**src/rtl/uart_pkg.sv**
```systemverilog
// Shared UART definitions: state encodings and default timing constants
// used by both the receive path and the transmitter.
package uart_pkg;

    localparam int CLKS_PER_TICK_DEF = 54;
    localparam int OS_DEF            = 16;
    localparam int DATA_BITS_DEF     = 8;

    typedef logic [2:0] uart_state_t;

    localparam uart_state_t ST_IDLE  = 3'd0;
    localparam uart_state_t ST_START = 3'd1;
    localparam uart_state_t ST_DATA  = 3'd2;
    localparam uart_state_t ST_STOP  = 3'd3;
    localparam uart_state_t ST_BREAK = 3'd4;

endpackage

```
**src/rtl/uart_baud_tick.sv**
```systemverilog
// Oversample strobe generator: counts 0..CLKS_PER_TICK-1 and pulses tick on
// the last count; clear holds the counter at zero while the line is idle.
module uart_baud_tick
    import uart_pkg::*;
#(
    parameter int CLKS_PER_TICK = CLKS_PER_TICK_DEF
) (
    input  logic clk,
    input  logic reset,
    input  logic clear,
    output logic tick
);

    localparam int CW = (CLKS_PER_TICK > 1) ? $clog2(CLKS_PER_TICK) : 1;
    localparam logic [CW-1:0] CNT_LAST = CW'(CLKS_PER_TICK - 1);

    logic [CW-1:0] cnt_q;
    logic [CW-1:0] cnt_d;

    always_comb begin
        cnt_d = cnt_q;
        if (clear || (cnt_q == CNT_LAST)) begin
            cnt_d = '0;
        end else begin
            cnt_d = cnt_q + 1'b1;
        end
    end

    // Gated so a stale count on the first idle cycle cannot emit a strobe.
    assign tick = (cnt_q == CNT_LAST) && !clear;

    always_ff @(posedge clk or posedge reset) begin
        if (reset) begin
            cnt_q <= '0;
        end else begin
            cnt_q <= cnt_d;
        end
    end

endmodule

```
**src/rtl/uart_rx.sv**
```systemverilog
// 8N1 UART receiver: synchronises rx, oversamples at OS ticks per bit and
// reassembles LSB-first frames, pulsing done or frame_err once per frame.
module uart_rx
    import uart_pkg::*;
#(
    parameter int CLKS_PER_TICK = CLKS_PER_TICK_DEF,
    parameter int OS            = OS_DEF,
    parameter int DATA_BITS     = DATA_BITS_DEF
) (
    input  logic                 clk,
    input  logic                 reset,
    input  logic                 rx,
    output logic [DATA_BITS-1:0] dataout,
    output logic                 done,
    output logic                 frame_err,
    output logic                 busy,
    output logic                 tick
);

    localparam int SW = $clog2(OS);
    localparam int BW = $clog2(DATA_BITS + 1);
    localparam logic [SW-1:0] SAMPLE_MID  = SW'(OS / 2 - 1);
    localparam logic [SW-1:0] SAMPLE_LAST = SW'(OS - 1);
    localparam logic [BW-1:0] BIT_LAST    = BW'(DATA_BITS - 1);

    logic                 rx_meta_q;
    logic                 rxs_q;
    logic                 rxs_prev_q;
    uart_state_t          state_q,   state_d;
    logic [SW-1:0]        sample_q,  sample_d;
    logic [BW-1:0]        bit_q,     bit_d;
    logic [DATA_BITS-1:0] shift_q,   shift_d;
    logic [DATA_BITS-1:0] dataout_q, dataout_d;
    logic                 done_q,    done_d;
    logic                 ferr_q,    ferr_d;

    uart_baud_tick #(
        .CLKS_PER_TICK(CLKS_PER_TICK)
    ) u_tick (
        .clk  (clk),
        .reset(reset),
        .clear(state_q == ST_IDLE),
        .tick (tick)
    );

    always_comb begin
        state_d   = state_q;
        sample_d  = sample_q;
        bit_d     = bit_q;
        shift_d   = shift_q;
        dataout_d = dataout_q;
        done_d    = 1'b0;
        ferr_d    = 1'b0;

        case (state_q)
            ST_IDLE: begin
                sample_d = '0;
                bit_d    = '0;
                if (rxs_prev_q && !rxs_q) begin
                    state_d = ST_START;
                end
            end
            ST_START: begin
                if (tick) begin
                    if (sample_q == SAMPLE_MID) begin
                        sample_d = '0;
                        state_d  = rxs_q ? ST_IDLE : ST_DATA;
                    end else begin
                        sample_d = sample_q + 1'b1;
                    end
                end
            end
            ST_DATA: begin
                if (tick) begin
                    if (sample_q == SAMPLE_LAST) begin
                        sample_d = '0;
                        // Shifting in from the top lands bit 0 at the LSB after DATA_BITS samples.
                        shift_d  = {rxs_q, shift_q[DATA_BITS-1:1]};
                        bit_d    = bit_q + 1'b1;
                        if (bit_q == BIT_LAST) begin
                            state_d = ST_STOP;
                        end
                    end else begin
                        sample_d = sample_q + 1'b1;
                    end
                end
            end
            ST_STOP: begin
                if (tick) begin
                    if (sample_q == SAMPLE_LAST) begin
                        sample_d = '0;
                        if (rxs_q) begin
                            dataout_d = shift_q;
                            done_d    = 1'b1;
                            state_d   = ST_IDLE;
                        end else begin
                            ferr_d  = 1'b1;
                            state_d = ST_BREAK;
                        end
                    end else begin
                        sample_d = sample_q + 1'b1;
                    end
                end
            end
            ST_BREAK: begin
                if (rxs_q) begin
                    state_d = ST_IDLE;
                end
            end
            default: begin
                state_d = ST_IDLE;
            end
        endcase
    end

    always_ff @(posedge clk or posedge reset) begin
        if (reset) begin
            rx_meta_q  <= 1'b1;
            rxs_q      <= 1'b1;
            rxs_prev_q <= 1'b1;
            state_q    <= ST_IDLE;
            sample_q   <= '0;
            bit_q      <= '0;
            shift_q    <= '0;
            dataout_q  <= '0;
            done_q     <= 1'b0;
            ferr_q     <= 1'b0;
        end else begin
            rx_meta_q  <= rx;
            rxs_q      <= rx_meta_q;
            rxs_prev_q <= rxs_q;
            state_q    <= state_d;
            sample_q   <= sample_d;
            bit_q      <= bit_d;
            shift_q    <= shift_d;
            dataout_q  <= dataout_d;
            done_q     <= done_d;
            ferr_q     <= ferr_d;
        end
    end

    assign dataout   = dataout_q;
    assign done      = done_q;
    assign frame_err = ferr_q;
    assign busy      = (state_q != ST_IDLE);

endmodule

```
**config.mk**
```make
export PLATFORM = sky130hd
export DESIGN_NAME = uart_rx
export DESIGN_NICKNAME = d
export VERILOG_FILES = /design/src/rtl/uart_pkg.sv /design/src/rtl/uart_baud_tick.sv /design/src/rtl/uart_rx.sv
export SDC_FILE = /design/constraint.sdc
export NUM_CORES = 1
export LEC_CHECK = 0
export BUFFER_PORTS_ARGS = -buffer_cell sky130_fd_sc_hd__buf_4
export CAP_MARGIN = 20
export CORE_MARGIN = 4
export CORE_UTILIZATION = 50
export DETAILED_ROUTE_END_ITERATION = 8
export PLACE_DENSITY_LB_ADDON = 0.08
export SKIP_CTS_REPAIR_TIMING = 1
export SLEW_MARGIN = 10
export SYNTH_ARGS = -nofsm -noshare
export SYNTH_HDL_FRONTEND = slang
export SYNTH_SLANG_ARGS = --single-unit
```
**constraint.sdc**
```tcl
create_clock -name clk -period 2.59 [get_ports clk]
set_input_delay 0.3885 -clock clk [delete_from_list [all_inputs] [get_ports clk]]
set_output_delay 0.3885 -clock clk [all_outputs]
set_load 0.03 [all_outputs]
```
==> results.json <==
{
  "skew_ns": 0.0115,
  "rr_startpoint": "sample_q[0]",
  "ys_ff_latch": 38,
  "avgSynthCellArea_sq_um": 12.1,
  "antenna_found_initial": 0,
  "p_int_w": 0.000861,
  "dp.final_hpwl_mm": 2.03,
  "synthCells": 143,
  "num_vias": 1136,
  "seqPwrFrac": 0.603,
  "io_buffers": 14,
  "die_h_um": 66.7,
  "final_hold_viol_count": 0,
  "rsz0062_at_grt": "false",
  "fin_ws_ns": 0.313,
  "outcome": "finished, final reports clean",
  "place_congestion": 0.759,
  "leakagePower_nw": 0.960,
  "die_width_um": 66.7,
  "cts_made_buffers": 5,
  "grt_pass1_wl_mm": 5.21,
  "htreeDepth": 2,
  "start_util": 0.517,
  "worst_pin_slew_ns": 0.698,
  "reg2reg_depth": 5,
  "cap_violations": 0,
  "fp-row-count": 21,
  "synth_warnings": 0,
  "placed_area_sq_um": 1850,
  "worstPathArrival_ns": 1.89,
  "power_frac_comb": 0.130,
  "dpl_worst_slack_ns": 0.692,
  "syn-num-nets": 150,
  "max_freq_mhz": 439,
  "powerDensity_nw_per_um2": 630,
  "worst_ir_drop_vdd_mv": 0.432,
  "diodes": 0,
  "whs_ns": 0.140,
  "clock_sinks": 38,
  "coreArea_sq_um": 3340,
  "final_layout_size_suffix_gt1_frac": 0.323,
  "dr.pass1.iters": 4,
  "fin_area_sq_um": 1920,
  "path_class": "reg -> out",
  "dieArea_sq_um": 4450,
  "wire_per_inst_um": 14.1,
  "hold_class": "in -> async",
  "post-route-period-util": 0.879,
  "cts_tree": "yes",
  "grt_max_degree": 39,
  "required_ns": 2.20,
  "cts_root_buf": "clkbuf_4",
  "netlist_area_sq_um": 1730,
  "drtAntennaViolNets": 0,
  "grt_pass1_vias": 1130,
  "p_sw_frac": 0.287,
  "rrSetupSlack_ns": 0.70,
  "min_period_ns": 2.28,
  "setup_tns_ns": 0,
  "crit_path_start_kind": "flip-flop",
  "clockPowerShare": 0.267,
  "grt_util_all_layers": 0.157,
  "clk_pin_slew_ns": 0.12,
  "drc_errors": 0,
  "clock_tree.buffer_depth": 2,
  "finalSetupViolations": 0,
  "yosysSeqAreaShare": 0.553,
  "switchingPower_w": 0.000347,
  "area_delta_synth_final_pct": 11.2,
  "grt-ovfl-total": 0,
  "clkLatencyLatePin_ns": 0.34,
  "cp_max_fo": 7,
  "drtIter0Drc": 66,
  "r2r-end": "shift_q[6]",
  "vias_per_cell": 5.49,
  "crit_path_end_kind": "output port",
  "routed_wl_mm": 2.93,
  "io_pins": 15,
  "final_max_slew_viol_count": 0,
  "synth_cell_types": 42,
  "fin_nets": 167,
  "slew-limit-headroom": 0.530
}
[registers in the layout (all words and copies together) (netlist names)]
signal / count
sample_q: 4
bit_q: 4
frame_err: 1
state_q: 3
done: 1
rxs_prev_q: 1
shift_q: 8
dataout: 8
rxs_q: 1
u_tick.cnt_q: 6
rx_meta_q: 1
[cells in the mapped netlist (all sizes together)]
| cell | count | area (sq um) |
|---|---|---|
| nand4b | 1 | 23.8 |
| a31o | 1 | 8.76 |
| or3 | 1 | 6.26 |
| a41o | 1 | 11.3 |
| o211ai | 1 | 7.51 |
| and4 | 1 | 11.3 |
| and3b | 2 | 18.8 |
| dfrtp | 35 | 876 |
| nor4 | 1 | 6.26 |
| a21oi | 6 | 30.0 |
| inv | 2 | 7.51 |
| ha | 4 | 50.1 |
| nand2 | 8 | 30.0 |
| nor2b | 1 | 6.26 |
| and2 | 1 | 6.26 |
| a221o | 1 | 10.0 |
| a211o | 1 | 8.76 |
| or2 | 1 | 6.26 |
| mux2 | 17 | 191 |
| a31oi | 1 | 6.26 |
| dfstp | 3 | 78.8 |
| xor2 | 3 | 26.3 |
| nand3 | 6 | 30.0 |
| nand4 | 5 | 37.5 |
| and2b | 1 | 7.51 |
| o41ai | 1 | 8.76 |
| and3 | 1 | 6.26 |
| nor2 | 17 | 71.3 |
| xnor2 | 2 | 17.5 |
| a21o | 1 | 8.76 |
| nor3 | 2 | 10.0 |
| buf | 3 | 33.8 |
| o21bai | 1 | 7.51 |
| o21ai | 5 | 25.0 |
| a22o | 3 | 26.3 |
| clkbuf | 2 | 7.51 |
[cells in the final DEF, fill, tap and decap left out, drive strengths merged, types with 2 or more instances in the layout]
master / count
a21oi: 6
a22o: 3
and3b: 2
buf: 15
clkbuf: 6
dfrtp: 35
dfstp: 3
ha: 4
inv: 2
mux2: 17
nand2: 8
nand3: 6
nand4: 5
nor2: 17
nor3: 2
o21ai: 5
xnor2: 2
xor2: 3
[power by group through the flow]
stage          registers, W  clock network [W]  logic, W
5_1_grt            0.000743           0.000356  0.000188
4_1_cts            0.000729           0.000336  0.000160
3_3_place_gp       0.000738                  0  0.000155
3_5_place_dp       0.000741                  0  0.000159
2_1_floorplan      0.000723                  0  0.000132
6_report           0.000729           0.000323  0.000157
[critical path: stages (launching register included)]
cell     delay, ns
dfrtp_1       0.41
inv_1         0.06
ha_1          0.19
nand4_1       0.15
nor2_1        0.40
and2_1        0.20
buf_4         0.15
[final cells by class]
type	instances	area, sq um
Fill cell	304	1420
Sequential cell	38	955
Multi-Input combinational cell	98	722
Timing Repair Buffer	15	113
Tap cell	46	57.6
Clock buffer	6	51.3
Clock inverter	2	12.5
Inverter	2	7.51
[per-layer routing]
layer / part of all wire / up-vias / GRT usage
li1: - / 550 / -
met5: 0 / - / 0
met4: 0.021 / 0 / 0.0736
met3: 0.035 / 9 / 0.0540
met1: 0.48 / 562 / 0.216
met2: 0.47 / 15 / 0.220
[stage by stage]
step	cells	util	total power (W)
2_1_floorplan	143	-	0.000855
3_3_place_gp	199	0.556	0.000893
3_5_place_dp	199	0.556	0.000899
4_1_cts	207	0.575	0.00123
5_1_grt	207	0.575	0.00129
6_report	207	0.575	0.00121
[cell families (layout without fill, tap and decap cells)]
group | Yosys count | in the layout | share of synthesized area
xor+xnor | 5 | 5 | 0.0254
buf+inv | 7 | 25 | 0.0283
compound gates | 23 | 23 | 0.0921
fa+ha+maj | 4 | 4 | 0.0290
mux | 17 | 17 | 0.111
flops | 38 | 38 | 0.553
simple gates | 49 | 49 | 0.161
[how the worst max path moves through the flow]
stage                     from   end  slack (ns)  cells past startpoint
2_1_floorplan       state_q[2]  tick        0.84                      3
3_3_place_gp   u_tick.cnt_q[1]  tick        0.70                      6
3_5_place_dp   u_tick.cnt_q[1]  tick        0.69                      6
4_1_cts        u_tick.cnt_q[1]  tick        0.29                      6
5_1_grt        u_tick.cnt_q[1]  tick         0.1                      6
6_report       u_tick.cnt_q[1]  tick        0.31                      6
Note: power is estimated with default switching activity, not from simulation.
